<file path="config.mk">
export PLATFORM = sky130hd
export DESIGN_NAME = extender_arbiter
export DESIGN_NICKNAME = d
export VERILOG_FILES = /design/src/rtl/extender_arbiter.sv
export SDC_FILE = /design/constraint.sdc
export NUM_CORES = 1
export LEC_CHECK = 0
export CAP_MARGIN = 20
export CORE_MARGIN = 2
export CORE_UTILIZATION = 29
export CTS_CLUSTER_SIZE = 40
export DETAILED_ROUTE_END_ITERATION = 8
export GPL_TIMING_DRIVEN = 0
export PLACE_DENSITY_LB_ADDON = 0.08
export SYNTH_ARGS = -nofsm -noshare
export SYNTH_HDL_FRONTEND = slang
export SYNTH_SLANG_ARGS = --single-unit
export TNS_END_PERCENT = 30
</file>
<file path="constraint.sdc">
create_clock -name clk -period 1.2 [get_ports clk]
set_input_delay 0.24 -clock clk [delete_from_list [all_inputs] [get_ports clk]]
set_output_delay 0.24 -clock clk [all_outputs]
set_load 0.005 [all_outputs]
</file>
<file path="src/rtl/extender_arbiter.sv">
// Two-requester arbiter sharing one external SignExtender; IDLE -> EXT -> ACK per operation.
// Define RR_ARB_EN for round-robin contention handling; the default is fixed priority to requester 0.
module extender_arbiter #(
  parameter int unsigned IMM_W = 16,
  parameter int unsigned OUT_W = 32
) (
  input  logic             clk,
  input  logic             rstN,
  input  logic             req0,
  input  logic             req1,
  input  logic [IMM_W-1:0] imm0,
  input  logic [IMM_W-1:0] imm1,
  input  logic             sign0,
  input  logic             sign1,
  output logic [IMM_W-1:0] extInp,
  output logic             extSignSig,
  input  logic [OUT_W-1:0] extOut,
  output logic [OUT_W-1:0] result,
  output logic             ack0,
  output logic             ack1,
  output logic             busy
);

  typedef enum logic [1:0] {StIdle, StExt, StAck} state_e;

  state_e             state_q, state_d;
  logic               grant_q, grant_d;
  logic [IMM_W-1:0]   inp_q, inp_d;
  logic               sign_q, sign_d;
  logic [OUT_W-1:0]   result_q, result_d;
  logic               ack0_q, ack0_d;
  logic               ack1_q, ack1_d;
  logic               win;

`ifdef RR_ARB_EN
  logic               last_grant_q, last_grant_d;

  // On contention favour whoever was not granted last; otherwise the sole requester wins.
  always_comb begin
    if (req0 && req1) begin
      win = ~last_grant_q;
    end else begin
      win = req1;
    end
  end

  always_ff @(posedge clk or negedge rstN) begin
    if (!rstN) begin
      last_grant_q <= 1'b1;
    end else begin
      last_grant_q <= last_grant_d;
    end
  end
`else
  assign win = ~req0;
`endif

  always_comb begin
    state_d  = state_q;
    grant_d  = grant_q;
    inp_d    = inp_q;
    sign_d   = sign_q;
    result_d = result_q;
    ack0_d   = 1'b0;
    ack1_d   = 1'b0;
`ifdef RR_ARB_EN
    last_grant_d = last_grant_q;
`endif
    unique case (state_q)
      StIdle: begin
        if (req0 || req1) begin
          state_d = StExt;
          grant_d = win;
          inp_d   = win ? imm1 : imm0;
          sign_d  = win ? sign1 : sign0;
`ifdef RR_ARB_EN
          last_grant_d = win;
`endif
        end
      end
      StExt: begin
        result_d = extOut;
        state_d  = StAck;
      end
      StAck: begin
        // Ack is registered, so the pulse lands in the cycle after leaving ACK.
        ack0_d  = ~grant_q;
        ack1_d  = grant_q;
        state_d = StIdle;
      end
      default: state_d = StIdle;
    endcase
  end

  always_ff @(posedge clk or negedge rstN) begin
    if (!rstN) begin
      state_q  <= StIdle;
      grant_q  <= 1'b0;
      inp_q    <= '0;
      sign_q   <= 1'b0;
      result_q <= '0;
      ack0_q   <= 1'b0;
      ack1_q   <= 1'b0;
    end else begin
      state_q  <= state_d;
      grant_q  <= grant_d;
      inp_q    <= inp_d;
      sign_q   <= sign_d;
      result_q <= result_d;
      ack0_q   <= ack0_d;
      ack1_q   <= ack1_d;
    end
  end

  assign extInp     = inp_q;
  assign extSignSig = sign_q;
  assign result     = result_q;
  assign ack0       = ack0_q;
  assign ack1       = ack1_q;
  assign busy       = (state_q != StIdle);

`ifndef SYNTHESIS
  ack_onehot_a: assert property (@(posedge clk) disable iff (!rstN) !(ack0_q && ack1_q));
`endif

endmodule
</file>
==> impl_table.tex <==
\begin{tabular}{lr}
\hline
Metric & Value \\
\hline
\multicolumn{2}{l}{\textbf{Status}} \\
\quad Status & finished, violations left \\
\quad Violated checks & negative setup slack \\
\multicolumn{2}{l}{\textbf{Layout}} \\
\quad Core utilization of the finished layout & 0.515 \\
\quad Antenna diode instance count & 0 \\
\quad Net count, final & 348 \\
\quad Number of inserted filler cells in the final layout & 678 \\
\quad Fraction of layout cells with a size suffix above 1 & 0.376 \\
\quad Area delta synth->final & 74.1\% \\
\multicolumn{2}{l}{\textbf{Critical path}} \\
\quad Required time worst endpoint & 1390 ps \\
\quad Category of the worst setup path launch point & flip-flop \\
\quad Cell depth of the worst flop-to-flop path & 5 \\
\quad Worst Path Class, Setup & flip-flop to flip-flop \\
\quad Data arrival time of the worst path & 1660 ps \\
\quad Sequence of cells on the critical path & buf\_4, nand2b\_4, buf\_8, bufbuf\_16, mux2\_2 \\
\quad CP Capture Type & flip-flop \\
\quad Critical-path cell with the highest stage delay & sky130\_fd\_sc\_hd\_\_dfrtp\_1 \\
\quad Crit-path max FO & 7 \\
\quad Maximum single-stage delay on the critical path & 430 ps \\
\multicolumn{2}{l}{\textbf{Power}} \\
\quad Reported net switching power & 0.00248 W \\
\quad Maximum resistive drop on vdd & 1170 uV \\
\quad Cell internal power dissipation & 0.00665 W \\
\quad Switch share & 0.271 \\
\quad Fraction of power consumed by sequential logic & 0.351 \\
\quad Cell area power density & 2330 nW/um2 \\
\quad Logic pwr share & 0.518 \\
\quad Post-layout power & 0.00912 W \\
\quad Static leakage & 1.72 nW \\
\quad Proportion of power drawn by the clock network & 0.131 \\
\multicolumn{2}{l}{\textbf{Drt}} \\
\quad DRT antenna net count & 0 \\
\quad Routed length per instance & 13.8 um \\
\quad Iteration-0 DRC count of the detailed router & 47 \\
\quad Per-cell via count in the routed design & 4.24 \\
\quad Number of iterations in the first detailed-routing pass & 2 \\
\quad Total via count after detailed routing & 1617 \\
\quad Routed Wire Length & 5.26 mm \\
\quad DRC violation count after routing & 0 \\
\multicolumn{2}{l}{\textbf{Timing}} \\
\quad Final critical path time including I/O delays and setup & 1470 ps \\
\quad Number of failing hold endpoints at the final stage & 0 \\
\quad Final setup violation count & 51 \\
\quad Slew HR & 0.702 \\
\quad Worst slew pin tran & 447 ps \\
\quad Post-route setup slack & -270 ps \\
\quad RSZ-0062 raised after global routing & true \\
\quad Peak clock frequency supported by timing & 0.680 GHz \\
\quad Number of max-slew violations in the final report & 0 \\
\quad Final setup skew & 4.84 ps \\
\quad Ratio of final minimum period to clock period & 1.23 \\
\quad Final worst hold slack & 367 ps \\
\multicolumn{2}{l}{\textbf{Clock network}} \\
\quad Clock Root Buffer & sky130\_fd\_sc\_hd\_\_clkbuf\_8 \\
\quad CTS max path bufs & 2 \\
\quad Clock H-tree levels & 2 \\
\quad Clock tree from TritonCTS & yes \\
\quad Clock network latency to the later pin of the worst-skew pair & 300 ps \\
\quad Cts bufs inserted & 5 \\
\quad CTS sink count & 54 \\
\quad Clock-pin slew reported for the worst setup and hold paths after clock tree synthesis & 100 ps \\
\multicolumn{2}{l}{\textbf{Yosys}} \\
\quad Netlist Area Pre-Place & 2250 um2 \\
\quad Count of distinct cell types in the synthesized netlist & 13 \\
\quad Syn\_area\_per\_cell & 16.4 um2 \\
\quad Post-synthesis net count & 207 \\
\quad Number of cells produced by synthesis & 137 \\
\quad Count of warnings emitted by yosys & 0 \\
\quad Number of storage elements in the synthesis netlist & 54 \\
\quad Register area share after synthesis & 0.601 \\
\multicolumn{2}{l}{\textbf{Die}} \\
\quad Die Area & 8480 um2 \\
\quad Horizontal extent of the die & 92.1 um \\
\quad Core area & 7610 um2 \\
\quad Vertical die dimension & 92.1 um \\
\quad Total I/O pin count & 122 \\
\quad Row count & 32 \\
\quad Starting density of the core & 0.296 \\
\multicolumn{2}{l}{\textbf{Hold path}} \\
\quad Worst hold path type & input pin to flip-flop \\
\quad Hold depth & 3 \\
\multicolumn{2}{l}{\textbf{Global routing}} \\
\quad Antenna violations before repair & 0 \\
\quad Congestion Overflow GR & 0 \\
\quad Maximum number of pins on one net before global-route repair & 38 \\
\quad Overall track demand over capacity in global routing & 0.126 \\
\quad Via count of the first global-routing pass & 1739 \\
\quad First-pass GRT wire length & 8.46 mm \\
\multicolumn{2}{l}{\textbf{Place}} \\
\quad Number of buffer cells added on primary ports & 120 \\
\quad Routability Congestion & 0.645 \\
\quad Pre-CTS WS & -397 ps \\
\quad Detailed placer's ending HPWL & 3.74 mm \\
\multicolumn{2}{l}{\textbf{Run}} \\
\quad Max capacitance violation total & 0 \\
\hline
\end{tabular}
-- synth_stat cells, drive strengths merged --
cell / number / share of area
a21oi: 2 / 0.0044
and3b: 1 / 0.0039
buf: 8 / 0.030
dfrtp: 54 / 0.60
inv: 2 / 0.0033
mux2: 66 / 0.35
nand2b: 1 / 0.0028
nor2: 1 / 0.0028
nor3b: 1 / 0.0033
o21a: 1 / 0.0033
-- worst max-delay path, delay by kind of cell (launching register included) --
kind                   cells  cell delay, ps
DFF                        1             430
and+or+nand+nor            1              60
muxes                      1             320
buffers and inverters      3             550
-- flip-flops by register name (all words and copies together), names as in the netlist --
| signal | flops |
|---|---|
| result | 32 |
| extInp | 16 |
| state_q | 2 |
| ack0 | 1 |
| ack1 | 1 |
| extSignSig | 1 |
| grant_q | 1 |
-- area by class of cell --
type	count	area, um2	area share
multi-input cells	73	866	0.221
clock inverters	3	40.0	0.0102
flip-flops and latches	54	1350	0.345
repair buffers	134	1350	0.344
inverters	2	7.51	0.00192
well taps	102	128	0.0326
clock buffers	5	68.8	0.0176
plain buffers	8	108	0.0275
-- path summary, 6_finish.rpt --
path / slack, ps / end / from
setup / recovery: -270 / result[16] / state_q[0]
hold / removal: 370 / extInp[4] / req0
setup reg to reg: -270 / result[16] / state_q[0]
hold reg to reg: 470 / ack0 / grant_q
max in group asynchronous: 240 / extInp[6] / rstN
min in group asynchronous: 400 / result[8] / rstN
-- timing repair --
action | CTS | global route
hold endpoints to repair | 17 | 0
endpoints found under the setup margin | 98 | 61
pin swaps | 1 | 1
gates resized for setup | 122 | 15
hold buffers | 1 | 0
cloned | 1 | 1
buffers inserted | 7 | 3
-- metrics by stage --
step | instances | cell area, um2 | setup TNS [ps]
after floorplan | 137 | 2250 | -3580
after detailed placement | 360 | 3590 | -11810
after global placement | 359 | 3580 | -117300
after global routing | 381 | 3920 | -12640
final | 381 | 3920 | -9590
after CTS | 377 | 3880 | -9870
-- power groups by stage --
stage          combinational [W]  sequential, W  clock, W
2_1_floorplan            0.00187        0.00330         0
4_1_cts                  0.00462        0.00320   0.00126
3_3_place_gp             0.00434        0.00320         0
5_1_grt                  0.00510        0.00333   0.00133
6_report                 0.00473        0.00320   0.00120
3_5_place_dp             0.00433        0.00323         0
-- metal layers --
layer  track usage  vias up  share of wire
li1              -      760              -
met1         0.150      783           0.42
met2         0.211       67           0.47
met3        0.0542        7          0.092
met4        0.0299        0          0.010
met5             0        -              0
-- cell usage in the layout, fill, tap and decap left out --
| cell type | count |
|---|---|
| sky130_fd_sc_hd__a21oi_1 | 2 |
| sky130_fd_sc_hd__clkbuf_16 | 1 |
| sky130_fd_sc_hd__clkdlybuf4s15_1 | 45 |
| sky130_fd_sc_hd__clkbuf_8 | 5 |
| sky130_fd_sc_hd__mux2_4 | 17 |
| sky130_fd_sc_hd__buf_6 | 5 |
| sky130_fd_sc_hd__nor3b_1 | 1 |
| sky130_fd_sc_hd__clkinv_2 | 2 |
| sky130_fd_sc_hd__nand2b_4 | 1 |
| sky130_fd_sc_hd__buf_8 | 4 |
| sky130_fd_sc_hd__buf_2 | 3 |
| sky130_fd_sc_hd__and3b_1 | 1 |
| sky130_fd_sc_hd__inv_1 | 2 |
| sky130_fd_sc_hd__bufbuf_16 | 1 |
| sky130_fd_sc_hd__bufinv_16 | 1 |
| sky130_fd_sc_hd__clkdlybuf4s50_1 | 67 |
| sky130_fd_sc_hd__nor2_4 | 1 |
| sky130_fd_sc_hd__buf_4 | 6 |
| sky130_fd_sc_hd__o21a_1 | 1 |
| sky130_fd_sc_hd__dfrtp_1 | 54 |
| sky130_fd_sc_hd__clkbuf_2 | 6 |
| sky130_fd_sc_hd__buf_12 | 3 |
| sky130_fd_sc_hd__dlygate4sd3_1 | 1 |
| sky130_fd_sc_hd__mux2_2 | 49 |
-- cell families after synthesis --
logic type             after synthesis  synth area share
AO/OA/AOI/OAI                        3           0.00779
flip-flops                          54             0.601
multiplexers                        66             0.345
AND/OR/NAND/NOR                      4            0.0128
buffers and inverters               10            0.0334
Power figures use the tool's default switching activity.
